===== config.mk =====
export PLATFORM = sky130hd
export DESIGN_NAME = regfile_access_ctrl_flat
export DESIGN_NICKNAME = d
export VERILOG_FILES = /design/src/rtl/regfile_access_ctrl_pkg.sv /design/src/rtl/regfile_access_ctrl_if.sv /design/src/rtl/regfile_access_ctrl_wb_fifo.sv /design/src/rtl/regfile_access_ctrl.sv /design/src/flat_wrapper.sv
export SDC_FILE = /design/constraint.sdc
export NUM_CORES = 1
export LEC_CHECK = 0
export ABC_AREA = 1
export CAP_MARGIN = 25
export CORE_ASPECT_RATIO = 0.6
export CORE_MARGIN = 2
export CORE_UTILIZATION = 35
export CTS_CLUSTER_DIAMETER = 150
export CTS_CLUSTER_SIZE = 28
export DETAILED_ROUTE_END_ITERATION = 10
export PLACE_DENSITY = 0.72
export SLEW_MARGIN = 15
export SYNTH_ARGS = -nofsm -noshare
export SYNTH_HDL_FRONTEND = slang
export SYNTH_SLANG_ARGS = --single-unit

===== constraint.sdc =====
create_clock -name clock -period 8.42 [get_ports clock]
set_clock_uncertainty 0.15 [all_clocks]
set_input_delay 0.842 -clock clock [delete_from_list [all_inputs] [get_ports clock]]
set_output_delay 0.842 -clock clock [all_outputs]
set_load 0.05 [all_outputs]

===== src/rtl/regfile_access_ctrl_pkg.sv =====
// Shared types and default widths for the register-file access controller.
// The writeback entry layout is fixed by the default widths below.
package rf_ctrl_pkg;

   localparam int RF_ADDR_W   = 6;
   localparam int RF_DATA_W   = 32;
   localparam int RF_WB_DEPTH = 2;

   typedef enum logic [1:0] {
      ARB_IDLE  = 2'd0,
      ARB_READ  = 2'd1,
      ARB_WRITE = 2'd2
   } arb_e;

   typedef struct packed {
      logic [RF_ADDR_W-1:0] addr;
      logic [RF_DATA_W-1:0] data;
   } wb_entry_t;

endpackage


===== src/rtl/regfile_access_ctrl_if.sv =====
// Bundle of decode, writeback and register-file signals seen by the controller.
// The slave modport is the controller's view; master is the surrounding pipeline.
interface regfile_access_ctrl_if
   import rf_ctrl_pkg::*;
#(
   parameter int ADDR_W = RF_ADDR_W,
   parameter int DATA_W = RF_DATA_W
);

   // Handshakes: a transfer happens on a rising edge where valid and ready are
   // both 1; ready never depends on a future valid, and the requester holds its
   // payload stable until it sees ready. rsp_valid has no backpressure.
   logic              rd_req_valid;
   logic              rd_req_ready;
   logic [ADDR_W-1:0] rd_rs_addr;
   logic [ADDR_W-1:0] rd_rt_addr;

   logic              rsp_valid;
   logic [DATA_W-1:0] rsp_rs;
   logic [DATA_W-1:0] rsp_rt;

   logic              wb_valid;
   logic              wb_ready;
   logic [ADDR_W-1:0] wb_addr;
   logic [DATA_W-1:0] wb_data;

   logic [ADDR_W-1:0] rf_rs_addr;
   logic [ADDR_W-1:0] rf_rt_addr;
   logic [ADDR_W-1:0] rf_rd_addr;
   logic              rf_write;
   logic [DATA_W-1:0] rf_data_in;
   logic [DATA_W-1:0] rf_rs;
   logic [DATA_W-1:0] rf_rt;

   modport slave (
      input  rd_req_valid, rd_rs_addr, rd_rt_addr,
      input  wb_valid, wb_addr, wb_data,
      input  rf_rs, rf_rt,
      output rd_req_ready, rsp_valid, rsp_rs, rsp_rt, wb_ready,
      output rf_rs_addr, rf_rt_addr, rf_rd_addr, rf_write, rf_data_in
   );

   modport master (
      output rd_req_valid, rd_rs_addr, rd_rt_addr,
      output wb_valid, wb_addr, wb_data,
      output rf_rs, rf_rt,
      input  rd_req_ready, rsp_valid, rsp_rs, rsp_rt, wb_ready,
      input  rf_rs_addr, rf_rt_addr, rf_rd_addr, rf_write, rf_data_in
   );

endinterface


===== src/rtl/regfile_access_ctrl_wb_fifo.sv =====
// Small writeback FIFO; exposes per-entry valid/address so the read path can
// detect read-after-write hazards against every buffered writeback.
module regfile_wb_fifo
   import rf_ctrl_pkg::*;
#(
   parameter int DEPTH = RF_WB_DEPTH,
   parameter int PTR_W = $clog2(DEPTH),
   parameter int CNT_W = PTR_W + 1
) (
   input  logic                               clock,
   input  logic                               reset,
   input  logic                               i_push,
   input  wb_entry_t                          i_entry,
   input  logic                               i_pop,
   output wb_entry_t                          o_head,
   output logic                               o_full,
   output logic                               o_empty,
   output logic [CNT_W-1:0]                   o_count,
   output logic [DEPTH-1:0]                   o_valid,
   output logic [DEPTH-1:0][RF_ADDR_W-1:0]    o_addr
);

   wb_entry_t        r_mem [DEPTH];
   logic [PTR_W-1:0] r_wr_ptr;
   logic [PTR_W-1:0] r_rd_ptr;
   logic [CNT_W-1:0] r_count;
   logic [DEPTH-1:0] r_valid;
   logic             w_push_ok;
   logic             w_pop_ok;

   assign o_full    = (r_count == CNT_W'(DEPTH));
   assign o_empty   = (r_count == '0);
   assign w_push_ok = i_push && !o_full;
   assign w_pop_ok  = i_pop && !o_empty;

   always_ff @(posedge clock or posedge reset) begin
      if (reset) begin
         r_wr_ptr <= '0;
         r_rd_ptr <= '0;
         r_count  <= '0;
         r_valid  <= '0;
      end else begin
         if (w_push_ok) r_wr_ptr <= r_wr_ptr + PTR_W'(1);
         if (w_pop_ok)  r_rd_ptr <= r_rd_ptr + PTR_W'(1);
         case ({w_push_ok, w_pop_ok})
            2'b10:   r_count <= r_count + CNT_W'(1);
            2'b01:   r_count <= r_count - CNT_W'(1);
            default: r_count <= r_count;
         endcase
         // Push and pop never target the same slot: that needs full and empty at once.
         for (int i = 0; i < DEPTH; i++) begin
            if (w_push_ok && (r_wr_ptr == PTR_W'(i)))
               r_valid[i] <= 1'b1;
            else if (w_pop_ok && (r_rd_ptr == PTR_W'(i)))
               r_valid[i] <= 1'b0;
         end
      end
   end

   always_ff @(posedge clock) begin
      if (w_push_ok) r_mem[r_wr_ptr] <= i_entry;
   end

   always_comb begin
      o_addr = '0;
      for (int i = 0; i < DEPTH; i++) o_addr[i] = r_mem[i].addr;
   end

   assign o_head  = r_mem[r_rd_ptr];
   assign o_count = r_count;
   assign o_valid = r_valid;

endmodule


===== src/rtl/regfile_access_ctrl.sv =====
// Serialises operand reads and buffered writebacks onto the single register
// file port, stalling reads that would overtake a buffered writeback.
module regfile_access_ctrl
   import rf_ctrl_pkg::*;
#(
   parameter int ADDR_W   = RF_ADDR_W,
   parameter int DATA_W   = RF_DATA_W,
   parameter int WB_DEPTH = RF_WB_DEPTH
) (
   input logic                 clock,
   input logic                 reset,
   regfile_access_ctrl_if.slave bus
);

   localparam int CNT_W = $clog2(WB_DEPTH) + 1;

   arb_e                                w_arb;
   wb_entry_t                           w_push_entry;
   wb_entry_t                           w_head;
   logic                                w_full;
   logic                                w_empty;
   logic                                w_hazard;
   logic                                w_push;
   logic                                w_pop;
   logic [CNT_W-1:0]                    w_count;
   logic [WB_DEPTH-1:0]                 w_ent_valid;
   logic [WB_DEPTH-1:0][RF_ADDR_W-1:0]  w_ent_addr;
   logic [ADDR_W-1:0]                   w_rs_addr;
   logic [ADDR_W-1:0]                   w_rt_addr;
   logic [ADDR_W-1:0]                   w_wb_addr;
   logic [DATA_W-1:0]                   w_wb_data;
   logic                                r_rsp_valid;

   assign w_rs_addr    = bus.rd_rs_addr;
   assign w_rt_addr    = bus.rd_rt_addr;
   assign w_wb_addr    = bus.wb_addr;
   assign w_wb_data    = bus.wb_data;
   assign w_push_entry = '{addr: w_wb_addr, data: w_wb_data};

   // A writeback accepted alongside an issued read is pushed after the read,
   // so that read correctly sees the older value.
   assign w_push = bus.wb_valid && bus.wb_ready;
   assign w_pop  = (w_arb == ARB_WRITE);

   regfile_wb_fifo #(
      .DEPTH (WB_DEPTH)
   ) u_wb_fifo (
      .clock   (clock),
      .reset   (reset),
      .i_push  (w_push),
      .i_entry (w_push_entry),
      .i_pop   (w_pop),
      .o_head  (w_head),
      .o_full  (w_full),
      .o_empty (w_empty),
      .o_count (w_count),
      .o_valid (w_ent_valid),
      .o_addr  (w_ent_addr)
   );

   always_comb begin
      w_hazard = 1'b0;
      for (int i = 0; i < WB_DEPTH; i++) begin
         if (w_ent_valid[i] &&
             ((w_ent_addr[i] == w_rs_addr) || (w_ent_addr[i] == w_rt_addr)))
            w_hazard = 1'b1;
      end
   end

   // Full FIFO drains first so a hazard stall is bounded by the FIFO depth.
   // Nothing is issued while reset is held, so decode never sees a lost accept.
   always_comb begin
      w_arb = ARB_IDLE;
      if (reset)
         w_arb = ARB_IDLE;
      else if (w_full)
         w_arb = ARB_WRITE;
      else if (bus.rd_req_valid && !w_hazard)
         w_arb = ARB_READ;
      else if (!w_empty)
         w_arb = ARB_WRITE;
   end

   always_ff @(posedge clock or posedge reset) begin
      if (reset) r_rsp_valid <= 1'b0;
      else       r_rsp_valid <= (w_arb == ARB_READ);
   end

   assign bus.rd_req_ready = (w_arb == ARB_READ);
   assign bus.wb_ready     = (w_count < CNT_W'(WB_DEPTH));
   assign bus.rf_write     = (w_arb == ARB_WRITE);
   assign bus.rf_rs_addr   = w_rs_addr;
   assign bus.rf_rt_addr   = w_rt_addr;
   assign bus.rf_rd_addr   = w_head.addr;
   assign bus.rf_data_in   = w_head.data;
   assign bus.rsp_valid    = r_rsp_valid;
   assign bus.rsp_rs       = bus.rf_rs;
   assign bus.rsp_rt       = bus.rf_rt;

endmodule


===== src/flat_wrapper.sv =====
// flat-port wrapper written by rule: the top's interface ports become plain ports
module regfile_access_ctrl_flat import rf_ctrl_pkg::*;
#(
   parameter int ADDR_W   = RF_ADDR_W,
   parameter int DATA_W   = RF_DATA_W,
   parameter int WB_DEPTH = RF_WB_DEPTH
)
  (clock, reset, bus_rd_req_valid, bus_rd_rs_addr, bus_rd_rt_addr, bus_wb_valid, bus_wb_addr, bus_wb_data, bus_rf_rs, bus_rf_rt, bus_rd_req_ready, bus_rsp_valid, bus_rsp_rs, bus_rsp_rt, bus_wb_ready, bus_rf_rs_addr, bus_rf_rt_addr, bus_rf_rd_addr, bus_rf_write, bus_rf_data_in);
  regfile_access_ctrl_if #(.ADDR_W(ADDR_W), .DATA_W(DATA_W)) bus_i ();
  input logic clock;
  input logic reset;
  input wire logic [$bits(bus_i.rd_req_valid)-1:0] bus_rd_req_valid;
  input wire logic [$bits(bus_i.rd_rs_addr)-1:0] bus_rd_rs_addr;
  input wire logic [$bits(bus_i.rd_rt_addr)-1:0] bus_rd_rt_addr;
  input wire logic [$bits(bus_i.wb_valid)-1:0] bus_wb_valid;
  input wire logic [$bits(bus_i.wb_addr)-1:0] bus_wb_addr;
  input wire logic [$bits(bus_i.wb_data)-1:0] bus_wb_data;
  input wire logic [$bits(bus_i.rf_rs)-1:0] bus_rf_rs;
  input wire logic [$bits(bus_i.rf_rt)-1:0] bus_rf_rt;
  output wire logic [$bits(bus_i.rd_req_ready)-1:0] bus_rd_req_ready;
  output wire logic [$bits(bus_i.rsp_valid)-1:0] bus_rsp_valid;
  output wire logic [$bits(bus_i.rsp_rs)-1:0] bus_rsp_rs;
  output wire logic [$bits(bus_i.rsp_rt)-1:0] bus_rsp_rt;
  output wire logic [$bits(bus_i.wb_ready)-1:0] bus_wb_ready;
  output wire logic [$bits(bus_i.rf_rs_addr)-1:0] bus_rf_rs_addr;
  output wire logic [$bits(bus_i.rf_rt_addr)-1:0] bus_rf_rt_addr;
  output wire logic [$bits(bus_i.rf_rd_addr)-1:0] bus_rf_rd_addr;
  output wire logic [$bits(bus_i.rf_write)-1:0] bus_rf_write;
  output wire logic [$bits(bus_i.rf_data_in)-1:0] bus_rf_data_in;
  assign bus_i.rd_req_valid = bus_rd_req_valid;
  assign bus_i.rd_rs_addr = bus_rd_rs_addr;
  assign bus_i.rd_rt_addr = bus_rd_rt_addr;
  assign bus_i.wb_valid = bus_wb_valid;
  assign bus_i.wb_addr = bus_wb_addr;
  assign bus_i.wb_data = bus_wb_data;
  assign bus_i.rf_rs = bus_rf_rs;
  assign bus_i.rf_rt = bus_rf_rt;
  assign bus_rd_req_ready = bus_i.rd_req_ready;
  assign bus_rsp_valid = bus_i.rsp_valid;
  assign bus_rsp_rs = bus_i.rsp_rs;
  assign bus_rsp_rt = bus_i.rsp_rt;
  assign bus_wb_ready = bus_i.wb_ready;
  assign bus_rf_rs_addr = bus_i.rf_rs_addr;
  assign bus_rf_rt_addr = bus_i.rf_rt_addr;
  assign bus_rf_rd_addr = bus_i.rf_rd_addr;
  assign bus_rf_write = bus_i.rf_write;
  assign bus_rf_data_in = bus_i.rf_data_in;
  regfile_access_ctrl #(.ADDR_W(ADDR_W), .DATA_W(DATA_W), .WB_DEPTH(WB_DEPTH)) u_core (.clock(clock), .reset(reset), .bus(bus_i));
endmodule

==> flow_summary.toml <==
[grt]
overflow = 0
grt_pass1_wl_um = 14200
antenna_found_initial = 0
track_usage_pct = 15.2
grt_pass1_vias = 2752
grt_max_degree = 48

[die]
die-area_sq_um = 12500
start_util_pct = 35.9
core_sq_um = 11300
dieHeight_um = 87.4
fp.dieW_um = 143
fp-row-count = 30
ios = 236

[synth]
ys_seq_area_share_pct = 60.6
syn_inst = 407
postSynthAreaPerCell_sq_um = 9.96
syn_nets = 526
ys_types = 21
yosysWarningCount = 0
syn_area_sq_um = 4050
ys_ff_latch = 83

[clocking]
clk_latency_ns = 0.32
numCtsBuffers = 9
clk_path_buf_depth = 2
cts-root-buf = "clkbuf_16"
post_cts_buffers = 0
clk_pin_slew_worst_paths_ns = 0.05
clkSinkCount = 83
cts-resized-gates = 0
postCtsHoldBufs = 0
cts_max_level = 3
cts_tree = "built"

[outcome]
status = "complete, no violations"

[routing]
final_antenna_net_count = 0
vias = 2790
routed_wl_um = 9450
wl_met3_um = 977
viasPerCell = 4.58
top_layer_used = "met4"
drt-initial-drc-count = 153
post_drt_wl_per_cell_um = 15.5
detail_route.first_pass.iterations = 5
wl_met2_um = 4510
wl_met1_um = 3820
drc = 0

[critical_path]
cp.required_ns = 7.43
path_max_fanout = 4
arrival_ns = 3.14
start_kind = "input pin"
path_delay_family = "buffers and inverters"
path_cells = "clkdlybuf4s50_1 > inv_1 > nand2_1 > nand2_1 > nor2_1 > nand3_1 > nand2_1 > nand2_1 > nand4_2 > nand2_1 > inv_1 > clkdlybuf4s50_1"
critical-path-slowest-cell = "clkdlybuf4s50_1"
slowest_delay_ns = 0.80
critical_path_buf_inv_count = 4
critical_path_class = "input pin to output pin"
crit_top_cell = "nand2_1"
endpoint_kind = "output pin"

[job]
cap_violations = 0

[final_layout]
num_antenna_cells = 0
nNetsFinal = 564
final_common_cell = "nand2_1"
fillerInstances = 1040
drive_gt1_share_pct = 6.24
layout_common_cells = "nand2_1 (168), clkdlybuf4s50_1 (107), edfxtp_1 (76), inv_1 (23), nor2_1 (10)"
multi_input_area_sq_um = 888
synthToLayoutAreaGrowth_pct = 25.2
design_area_sq_um = 5080
seqCellArea_sq_um = 2460

[timing]
relSlewSlack_pct = 52.6
tns_ns = 0
max_freq_mhz = 242
grt_setup_unrepaired = "false"
fin_crit_ns = 4.14
fin_crit_sh_pct = 49.1
worstMarginPinSlew_ns = 0.707
finalHoldViolCount = 0
setup_viol = 0
finalWorstSetupSlack_ns = 4.28
final_max_slew_viol_count = 0

[placed_design]
port_buffers = 107
dp_slack_ns = 4.25
gp_congestion = 0.823
hpwl_um = 6990
dpl_cell_area_sq_um = 4790

[power]
p_leak_nw = 2.11
power_frac_comb_pct = 47.9
p_per_area_nw_per_um2 = 359
p_sw_mw = 0.785
switching_share_pct = 43.1
power_frac_clock_pct = 20.6
seqPwrFrac_pct = 31.6
power.internal_mw = 1.04
ir_worst_vdd_uv = 215

[hold_path]
hold_path.class = "register to register"
[layout make-up]
class	instances	share of cell area, %
flip-flops and latches	83	48.4
clock inverters	4	1.01
clock buffers	11	4.58
repair buffers	111	22.3
multi-input cells	210	17.5
inverters	30	2.22
well taps	160	3.94
[cells in the mapped netlist]
| cell | n | area share (%) |
|---|---|---|
| clkbuf_1 | 5 | 0.46 |
| nand2_2 | 1 | 0.15 |
| o21ai_0 | 7 | 0.86 |
| ha_1 | 1 | 0.31 |
| a21oi_1 | 2 | 0.25 |
| nor2_2 | 1 | 0.15 |
| nor2_1 | 11 | 1.0 |
| a21oi_2 | 1 | 0.22 |
| buf_4 | 76 | 14 |
| xnor2_1 | 1 | 0.22 |
| nand4_2 | 1 | 0.31 |
| inv_2 | 6 | 0.56 |
| edfxtp_1 | 76 | 56 |
| a211oi_1 | 1 | 0.19 |
| dfrtp_1 | 7 | 4.3 |
| nand3_1 | 8 | 0.99 |
| buf_2 | 2 | 0.25 |
| nand2_1 | 168 | 16 |
| buf_1 | 1 | 0.093 |
| xor2_1 | 7 | 1.5 |
| inv_1 | 24 | 2.2 |
[metrics by stage]
step	std cells	hold WS, ns	utilization, %	total power [mW]
after global routing	609	0.379	44.9	1.91
after floorplan	407	0.292	-	1.22
after detailed placement	594	0.321	42.4	1.46
after CTS	609	0.334	44.9	1.84
after global placement	592	0.315	42.0	1.43
final	609	0.328	44.9	1.82
[registers in the layout (all words and copies together) (netlist names)]
name / cells
u_core.bus.rsp_valid: 1
u_core.u_wb_fifo.o_count: 2
u_core.u_wb_fifo.o_valid: 2
u_core.u_wb_fifo.r_mem: 76
u_core.u_wb_fifo.r_rd_ptr: 1
u_core.u_wb_fifo.r_wr_ptr: 1
[kinds of logic (layout without fill, tap and decap cells)]
kind of cell	count (synthesis)	count (layout)	synth area share, %
AOI/OAI and AO/OA	11	11	1.51
adders and majority gates	1	1	0.309
DFF	83	83	60.6
buffers and inverters	114	156	17.7
xor gates and xnor gates	8	8	1.73
and+or+nand+nor	190	190	18.2
[per-layer routing]
| metal | track usage [%] | vias to the layer above |
|---|---|---|
| li1 | - | 1303 |
| met1 | 18.5 | 1317 |
| met2 | 24.5 | 150 |
| met3 | 6.98 | 20 |
| met4 | 4.68 | 0 |
| met5 | 0 | - |
[power groups by stage]
stage               clock network [mW]  logic (mW)  registers, mW
floorplan                            0       0.644          0.580
global placement                     0       0.851          0.581
detailed placement                   0       0.877          0.583
CTS                              0.385       0.882          0.575
global route                     0.405       0.928          0.583
finish                           0.375       0.873          0.575
[worst paths after layout]
path                                                from                          end  slack (ns)  cells past startpoint
max                                    bus_rd_rt_addr[1]                 bus_rf_write        4.28                     12
min                          u_core.u_wb_fifo.o_valid[0]  u_core.u_wb_fifo.o_valid[0]        0.33                      2
max reg2reg                u_core.u_wb_fifo.r_mem[0][33]  u_core.u_wb_fifo.o_count[1]        6.16                     13
min reg2reg                  u_core.u_wb_fifo.o_valid[0]  u_core.u_wb_fifo.o_valid[0]        0.33                      2
max in group asynchronous                          reset  u_core.u_wb_fifo.o_count[0]        7.24                      2
min in group asynchronous                          reset  u_core.u_wb_fifo.o_valid[1]        0.67                      2
[worst reg2reg max path, stage by stage, from the launching register on]
cell and delay, ns:
edfxtp_1 0.42, nand2_1 0.10, nand2_1 0.05, nor2_1 0.21, nand3_1 0.11, nand2_1 0.09, nand2_1 0.08, nand4_2 0.12
nand2_1 0.10, inv_1 0.07, ha_1 0.24, a21oi_1 0.12, o21ai_0 0.11, xor2_1 0.16
Note: power is estimated with default switching activity, not from simulation.
